==> config.mk <==
export PLATFORM = sky130hd
export DESIGN_NAME = dispense_controller_flat
export DESIGN_NICKNAME = d
export VERILOG_FILES = /design/src/rtl/dispense_controller_if.sv /design/src/rtl/dispense_controller.sv /design/src/flat_wrapper.sv
export SDC_FILE = /design/constraint.sdc
export NUM_CORES = 1
export LEC_CHECK = 0
export CAP_MARGIN = 25
export CORE_MARGIN = 3
export CORE_UTILIZATION = 38
export DETAILED_ROUTE_END_ITERATION = 10
export PLACE_DENSITY = 0.74
export SYNTH_ARGS = -nofsm -noshare
export SYNTH_HDL_FRONTEND = slang
export SYNTH_SLANG_ARGS = --single-unit
export TNS_END_PERCENT = 30
==> constraint.sdc <==
create_clock -name clock -period 1.8 [get_ports clock]
set_clock_uncertainty 0.15 [all_clocks]
set_input_delay 0.36 -clock clock [delete_from_list [all_inputs] [get_ports clock]]
set_output_delay 0.36 -clock clock [all_outputs]
set_load 0.01 [all_outputs]
==> src/rtl/dispense_controller_if.sv <==
// Signal bundle between the dispense controller and its surroundings
// (user inputs, cup sensor, timing counter and status outputs).
interface dispense_controller_if #(
    parameter int BIT_COUNT   = 32,
    parameter int TOTAL_WIDTH = 16
);
    logic                   button;
    logic                   cup_present;
    logic [BIT_COUNT-1:0]   count;
    logic                   counter_reset;
    logic                   valve_open;
    logic                   busy;
    logic                   done;
    logic                   aborted;
    logic [TOTAL_WIDTH-1:0] dispense_total;

    // Environment side: drives the user inputs and the counter value
    modport master (
        output button,
        output cup_present,
        output count,
        input  counter_reset,
        input  valve_open,
        input  busy,
        input  done,
        input  aborted,
        input  dispense_total
    );

    // Controller side
    modport slave (
        input  button,
        input  cup_present,
        input  count,
        output counter_reset,
        output valve_open,
        output busy,
        output done,
        output aborted,
        output dispense_total
    );
endinterface

==> src/rtl/dispense_controller.sv <==
// Dispense controller: a button press with a cup in place opens the valve
// for a fixed number of counter ticks. Removing the cup aborts the dispense.
// Completed dispenses are tallied in a saturating total.
module dispense_controller #(
    parameter int BIT_COUNT           = 32,
    parameter int CLOCK_PERIOD_IN_NS  = 20,
    parameter int DISPENSE_TIME_IN_NS = 360,
    parameter int TOTAL_WIDTH         = 16
) (
    input  logic                 clock,
    input  logic                 reset,
    dispense_controller_if.slave bus
);

    // Valve-open time expressed in counter ticks
    localparam int TARGET_COUNT = DISPENSE_TIME_IN_NS / CLOCK_PERIOD_IN_NS;
    localparam logic [BIT_COUNT-1:0] TARGET_COUNT_EXT = BIT_COUNT'(TARGET_COUNT);

    typedef enum logic [2:0] {
        ST_IDLE     = 3'd0,
        ST_ARM      = 3'd1,
        ST_DISPENSE = 3'd2,
        ST_DONE     = 3'd3,
        ST_ABORT    = 3'd4
    } state_t;

    // Increment that holds at all-ones instead of wrapping
    function automatic logic [TOTAL_WIDTH-1:0] sat_inc(input logic [TOTAL_WIDTH-1:0] value);
        logic [TOTAL_WIDTH-1:0] result;
        if (value == {TOTAL_WIDTH{1'b1}}) begin
            result = value;
        end else begin
            result = value + TOTAL_WIDTH'(1);
        end
        return result;
    endfunction

    // Synchroniser and edge-detect registers
    logic btn_meta_r;
    logic btn_sync_r;
    logic btn_prev_r;
    logic cup_meta_r;
    logic cup_sync_r;

    // FSM and tally
    state_t                 state_r;
    state_t                 state_next_s;
    logic [TOTAL_WIDTH-1:0] total_r;
    logic [TOTAL_WIDTH-1:0] total_next_s;
    logic                   press_s;
    logic                   target_reached_s;

    // Registered outputs
    logic counter_reset_r;
    logic valve_open_r;
    logic busy_r;
    logic done_r;
    logic aborted_r;

    assign press_s          = btn_sync_r & ~btn_prev_r;
    assign target_reached_s = (bus.count >= TARGET_COUNT_EXT);

    // Two-flop synchronisers for the asynchronous inputs plus the button edge register
    always_ff @(posedge clock) begin
        if (!reset) begin
            btn_meta_r <= 1'b0;
            btn_sync_r <= 1'b0;
            btn_prev_r <= 1'b0;
            cup_meta_r <= 1'b0;
            cup_sync_r <= 1'b0;
        end else begin
            btn_meta_r <= bus.button;
            btn_sync_r <= btn_meta_r;
            btn_prev_r <= btn_sync_r;
            cup_meta_r <= bus.cup_present;
            cup_sync_r <= cup_meta_r;
        end
    end

    // Next-state selection and tally update; count matters only while dispensing
    always_comb begin
        state_next_s = ST_IDLE;
        total_next_s = total_r;
        case (state_r)
            ST_IDLE: begin
                if (press_s && cup_sync_r) begin
                    state_next_s = ST_ARM;
                end else begin
                    state_next_s = ST_IDLE;
                end
            end
            ST_ARM: begin
                state_next_s = ST_DISPENSE;
            end
            ST_DISPENSE: begin
                if (!cup_sync_r) begin
                    state_next_s = ST_ABORT;
                end else if (target_reached_s) begin
                    state_next_s = ST_DONE;
                end else begin
                    state_next_s = ST_DISPENSE;
                end
            end
            ST_DONE: begin
                state_next_s = ST_IDLE;
                total_next_s = sat_inc(total_r);
            end
            ST_ABORT: begin
                state_next_s = ST_IDLE;
            end
            default: begin
                state_next_s = ST_IDLE;
            end
        endcase
    end

    // State register; reset overrides any dispense in progress
    always_ff @(posedge clock) begin
        if (!reset) begin
            state_r <= ST_IDLE;
        end else begin
            state_r <= state_next_s;
        end
    end

    // Completed-dispense tally
    always_ff @(posedge clock) begin
        if (!reset) begin
            total_r <= '0;
        end else begin
            total_r <= total_next_s;
        end
    end

    // Moore outputs registered from the next state so they track state_r exactly
    always_ff @(posedge clock) begin
        if (!reset) begin
            counter_reset_r <= 1'b0;
            valve_open_r    <= 1'b0;
            busy_r          <= 1'b0;
            done_r          <= 1'b0;
            aborted_r       <= 1'b0;
        end else begin
            counter_reset_r <= (state_next_s == ST_ARM);
            valve_open_r    <= (state_next_s == ST_DISPENSE);
            busy_r          <= (state_next_s != ST_IDLE);
            done_r          <= (state_next_s == ST_DONE);
            aborted_r       <= (state_next_s == ST_ABORT);
        end
    end

    assign bus.counter_reset  = counter_reset_r;
    assign bus.valve_open     = valve_open_r;
    assign bus.busy           = busy_r;
    assign bus.done           = done_r;
    assign bus.aborted        = aborted_r;
    assign bus.dispense_total = total_r;

endmodule
==> src/flat_wrapper.sv <==
// flat-port wrapper written by rule: the top's interface ports become plain ports
module dispense_controller_flat 
#(
    parameter int BIT_COUNT           = 32,
    parameter int CLOCK_PERIOD_IN_NS  = 20,
    parameter int DISPENSE_TIME_IN_NS = 360,
    parameter int TOTAL_WIDTH         = 16
)
  (clock, reset, bus_button, bus_cup_present, bus_count, bus_counter_reset, bus_valve_open, bus_busy, bus_done, bus_aborted, bus_dispense_total);
  dispense_controller_if #(.BIT_COUNT(BIT_COUNT), .TOTAL_WIDTH(TOTAL_WIDTH)) bus_i ();
  input  logic clock;
  input  logic reset;
  input wire logic [$bits(bus_i.button)-1:0] bus_button;
  input wire logic [$bits(bus_i.cup_present)-1:0] bus_cup_present;
  input wire logic [$bits(bus_i.count)-1:0] bus_count;
  output wire logic [$bits(bus_i.counter_reset)-1:0] bus_counter_reset;
  output wire logic [$bits(bus_i.valve_open)-1:0] bus_valve_open;
  output wire logic [$bits(bus_i.busy)-1:0] bus_busy;
  output wire logic [$bits(bus_i.done)-1:0] bus_done;
  output wire logic [$bits(bus_i.aborted)-1:0] bus_aborted;
  output wire logic [$bits(bus_i.dispense_total)-1:0] bus_dispense_total;
  assign bus_i.button = bus_button;
  assign bus_i.cup_present = bus_cup_present;
  assign bus_i.count = bus_count;
  assign bus_counter_reset = bus_i.counter_reset;
  assign bus_valve_open = bus_i.valve_open;
  assign bus_busy = bus_i.busy;
  assign bus_done = bus_i.done;
  assign bus_aborted = bus_i.aborted;
  assign bus_dispense_total = bus_i.dispense_total;
  dispense_controller #(.BIT_COUNT(BIT_COUNT), .CLOCK_PERIOD_IN_NS(CLOCK_PERIOD_IN_NS), .DISPENSE_TIME_IN_NS(DISPENSE_TIME_IN_NS), .TOTAL_WIDTH(TOTAL_WIDTH)) u_core (.clock(clock), .reset(reset), .bus(bus_i));
endmodule
=== After elaboration in Yosys (flattened, before gate mapping) ===
Index checks and enable logic that the tools add are counted.

* Input port bits: 36
* Logic and storage cells: 33
* Output and inout port bits: 21
* Bits in registers: 29

* Multiplexer cells: 4
* Reductions and logical operators: 4
* Eq/ne operators: 8
* $add $sub $neg: 1
* $lt $le $gt $ge: 1
* Bitwise gates (word level): 3

{| class="wikitable"
|+ Operator list
! operator !! count
|-
| greater-or-equal comparator 32 x 5 -> 1 bit (second input constant) || 1
|-
| adder 16 x 1 -> 16 bit (second input constant) || 1
|-
| equality test 16 bit (second input constant) || 1
|-
| equality test 3 x 2 -> 1 bit (second input constant) || 4
|-
| one-hot mux 3 bit (3 select lines) || 1
|-
| equality test 3 x 1 -> 1 bit (second input constant) || 2
|-
| equality test 3 bit (second input constant) || 1
|-
| logical NOT 3 bit || 1
|-
| two-way mux 3 bit || 1
|-
| nonzero test 3 bit || 1
|-
| two-way mux 1 bit || 2
|-
| inverter 1 bit || 2
|-
| AND reduction 2 bit || 1
|-
| AND 1 bit || 1
|-
| logical AND 1 bit || 1
|}

=== Logic depth before layout (Yosys ltp) ===
* Depth in word-level cells: 6
* Mapped depth: 6
* Depth with buffers taken out: 5

=== Least setup slack after synthesis ===
Ideal clock, no wire load.

* Path kind: register to register
* Start point: register u_core.total_r[0] (netlist: u_core.bus.dispense_total[0])
* End point: register u_core.total_r[8] (netlist: u_core.bus.dispense_total[8])
* Period minus slack after synthesis: 2.005 ns
* Stages on the path, launching flop included: 6
* Data required time: 1.580 ns
* Setup time: 0.070 ns
* Path slack: -0.205 ns
* Arrival: 1.786 ns
* Buffers on the path: 0
* Cell sequence: dfxtp_1 > ha_1 > nand3_2 > or3_4 > or4_1 > a21oi_1

* Longest elaborated chain between the ends: 3
* Elaborated cells on any way between the ends: 4
* Classes of those cells: add/sub (1); eq/ne (1); bitwise (1); reduce/logical (1)

{| class="wikitable"
|+ RTL lines
! element !! line !! source
|-
| start: declaration || dispense_controller.sv:48 || <nowiki>logic [TOTAL_WIDTH-1:0] total_r;</nowiki>
|-
| start signal: assignment || dispense_controller.sv:131 || <nowiki>total_r <= total_next_s;</nowiki>
|-
| branches (longest 3 deep; another with adder 16 x 1 -> 16 bit) || n/a ||
|}

Parallel ways; which one is timed is not known.
A chain may end at the register's enable or synchronous reset.

=== Final worst setup path ===
* Start point: register u_core.total_r[1] (netlist: u_core.bus.dispense_total[1])
* End point: register u_core.total_r[8] (netlist: u_core.bus.dispense_total[8])

Same word-level chain as after synthesis.

==> run_results.csv <==
group,metric,value,unit
die,core,0.00320,mm2
detailed_routing,wl_met1,1.69,mm
layout,diodes,0,
critical_path,critPathMaxStageDelay,490,ps
logic_synthesis,synth_seq_cells,29,
detailed_routing,wl_met3,207,um
die,die_y,65.6,um
critical_path,end_kind,"flop",
placed_design,dpl_worst_slack,-66.5,ps
layout,final_cells,277,
sta,worst_pin_slew,378,ps
die,fp.dieW,65.6,um
detailed_routing,ant_nets,0,
logic_synthesis,synth_most_common_cell,"dfxtp_1",
detailed_routing,route.met2.wl,2.15,mm
sta,fmaxAchievable,536,MHz
detailed_routing,drtPass1Iterations,4,
logic_synthesis,yosysWarnings,0,
sta,min_period,1870,ps
sta,fin_ws,-65.5,ps
logic_synthesis,async_flop_share,0,%
logic_synthesis,synth_largest_area_cell,"dfxtp_1",
sta,fin_crit_sh,104,%
layout,nFillCells,261,
sta,max_slew_margin,74.6,%
layout,nets,269,
power_and_ir_drop,vdd_drop_max,0.380,mV
placed_design,place.port_buffers,55,
critical_path,crit_type,"flop to flop",
logic_synthesis,syn_area_per_cell,9.17,um2
sta,finalSetupViolCount,1,
detailed_routing,drc,0,
clock_tree,clk_latency,320,ps
layout,drive_gt1_share,23.6,%
detailed_routing,drt_wl_total,4.07,mm
sta,slew_violations,0,
detailed_routing,routedWlPerCell,14.7,um
global_route,grt_start_max_net_pins,20,
logic_synthesis,postSynthNetCount,184,
die,dieArea,0.00430,mm2
logic_synthesis,ys_types,39,
critical_path,critPathBufInv,0,
detailed_routing,dr.first_iter.drc_count,65,
status,violations,"setup timing",
critical_path,cp_max_fo,5,
detailed_routing,highest_layer,"met4",
placed_design,post-place-cells,265,
placed_design,gp_congestion,0.835,
status,status,"complete, but fails checks",
logic_synthesis,synthFlopType,"dfxtp_1",
critical_path,cp_slowest_cell,"or4_4",
critical_path,crit_required,1910,ps
global_route,grt.overflow.total,0,
global_route,antenna_found_initial,0,
sta,rsz0062_at_grt,"yes",
clock_tree,cts_tree,"yes",
global_route,first_global_vias,1511,
placed_design,dp_hpwl,3.10,mm
sta,whs,291,ps
critical_path,worstPathArrival,1970,ps
clock_tree,cts_buffer_depth,2,
die,pin_count,57,
clock_tree,numCtsBuffers,5,
clock_tree,clk_pin_slew_worst_paths,90,ps
logic_synthesis,syn-cell-area,0.00135,mm2
detailed_routing,vias,1485,
clock_tree,cts-root-buf,"clkbuf_4",
global_route,grt_pass1_wl,6.82,mm
die,rows,20,
sta,hold_viol,0,
worst_hold_path,hold_class,"flop to flop",
clock_tree,htree_levels,2,
logic_synthesis,synth_commonest_cells,"dfxtp_1 (29), nand2_1 (15), nor4_1 (9), and2_1 (8), nand4_1 (8)",
logic_synthesis,ys_top_cells_by_area,"dfxtp_1 (43%), mux2i_1 (5.2%), nand2_1 (4.2%)",
logic_synthesis,syn_inst,147,
critical_path,path_delay_family,"simple AND/OR/NAND/NOR gates",
critical_path,cp-start-kind,"flop",
layout,areaGrowthSynthToFinish,68.3,%
run,cap_viol_max_count,0,
global_route,grt_use_total,20.5,%
power_and_ir_drop,p_leak,0.963,nW
logic_synthesis,synth_edf_count,0,
critical_path,crit_chain,"ha_4 > nand3_4 > or3_4 > or4_4 > a21oi_2",
die,initial_core_util,42.1,%
power_and_ir_drop,p_per_area,509,mW/mm2
logic_synthesis,seq_area_frac_synth,43.1,%
detailed_routing,vias_per_cell,5.36,
clock_tree,ctsHoldBuffers,0,
logic_synthesis,synth_top_area_share,43.1,%
clock_tree,cts_sinks,29,
[timing repair]
item / 4_1_cts / 5_1_grt
gates cloned: 0 / 0
pin swaps: 0 / 7
endpoints found under the setup margin: 18 / 10
setup buffers: 0 / 4
gates resized for setup: 20 / 12
[layout make-up]
cell class | instances | area, um2 | area share, %
timing repair buffer | 83 | 753 | 33.2
inverter | 4 | 15.0 | 0.662
tap | 44 | 55.1 | 2.43
sequential | 29 | 601 | 26.5
clock buffer | 8 | 58.8 | 2.59
multi-input combinational | 109 | 786 | 34.6
[logic make-up (layout without fill, tap and decap cells)]
| group | after synthesis | in the layout | synth area share (%) |
|---|---|---|---|
| adder cells (fa/ha/maj) | 1 | 1 | 0.928 |
| flip-flops | 29 | 29 | 43.1 |
| AND/OR/NAND/NOR | 75 | 75 | 34.7 |
| AO/OA/AOI/OAI | 26 | 26 | 12.9 |
| multiplexers | 7 | 7 | 5.20 |
| buffers and inverters | 9 | 95 | 3.16 |
[worst paths after layout]
| path | endpoint | start | slack (ps) | cells past startpoint |
|---|---|---|---|---|
| max | u_core.bus.dispense_total[8] | u_core.bus.dispense_total[1] | -70 | 5 |
| min | u_core.cup_sync_r | u_core.cup_meta_r | 290 | 1 |
| max reg2reg | u_core.bus.dispense_total[8] | u_core.bus.dispense_total[1] | -70 | 5 |
| min reg2reg | u_core.cup_sync_r | u_core.cup_meta_r | 290 | 1 |
[per-layer routing]
metal	up-vias	GRT usage, %
li1	734	-
met1	705	24.2
met2	44	36.2
met3	2	5.47
met4	0	5.70
met5	-	0
[cell usage in the layout, fill, tap and decap left out, types with 2 or more instances in the layout]
master,Yosys,final
dfxtp_1,29,21
clkdlybuf4s50_1,0,40
o211ai_1,2,2
clkbuf_1,2,2
o41ai_1,2,2
a21oi_2,0,2
and4_1,3,3
dlygate4sd2_1,0,12
or3_1,2,2
and2_1,8,8
nor2b_1,2,2
dfxtp_2,0,4
nor4b_1,3,3
mux2i_1,7,7
o21ai_0,4,4
nor2_1,3,3
a21oi_1,7,5
or3_4,1,2
clkbuf_4,0,5
dlymetal6s2s_1,0,3
inv_1,4,4
dfxtp_4,0,4
nand2b_1,5,5
nor4_1,9,7
o31ai_1,4,4
a211oi_1,2,2
nor3_1,6,5
nand4_1,8,8
nand2_1,15,15
buf_4,2,28
[power breakdown]
part / internal [mW] / leakage (nW) / switching, mW / total (mW)
combinational: 0.0781 / 0.690 / 0.0313 / 0.109
clock: 0.193 / 0.0326 / 0.209 / 0.402
sequential: 0.640 / 0.240 / 0.00245 / 0.643
[registers in the layout, indices dropped and copies added, names as in the netlist]
| name | count |
|---|---|
| u_core.bus.dispense_total | 16 |
| u_core.state_r | 3 |
| u_core.btn_meta_r | 1 |
| u_core.btn_prev_r | 1 |
| u_core.btn_sync_r | 1 |
| u_core.bus.aborted | 1 |
| u_core.bus.busy | 1 |
| u_core.bus.counter_reset | 1 |
| u_core.bus.done | 1 |
| u_core.bus.valve_open | 1 |
| u_core.cup_meta_r | 1 |
| u_core.cup_sync_r | 1 |
[through the flow]
stage	instance area (um2)	power, mW	utilization [%]	setup TNS, ps
2_1_floorplan	1380	0.682	-	0
3_3_place_gp	2130	0.765	66.6	-45.8
3_5_place_dp	2130	0.770	66.6	-267
4_1_cts	2190	1.17	68.5	-120
5_1_grt	2270	1.22	70.8	-275
6_report	2270	1.15	70.8	-65.5
(Power assumes the default switching activity.)
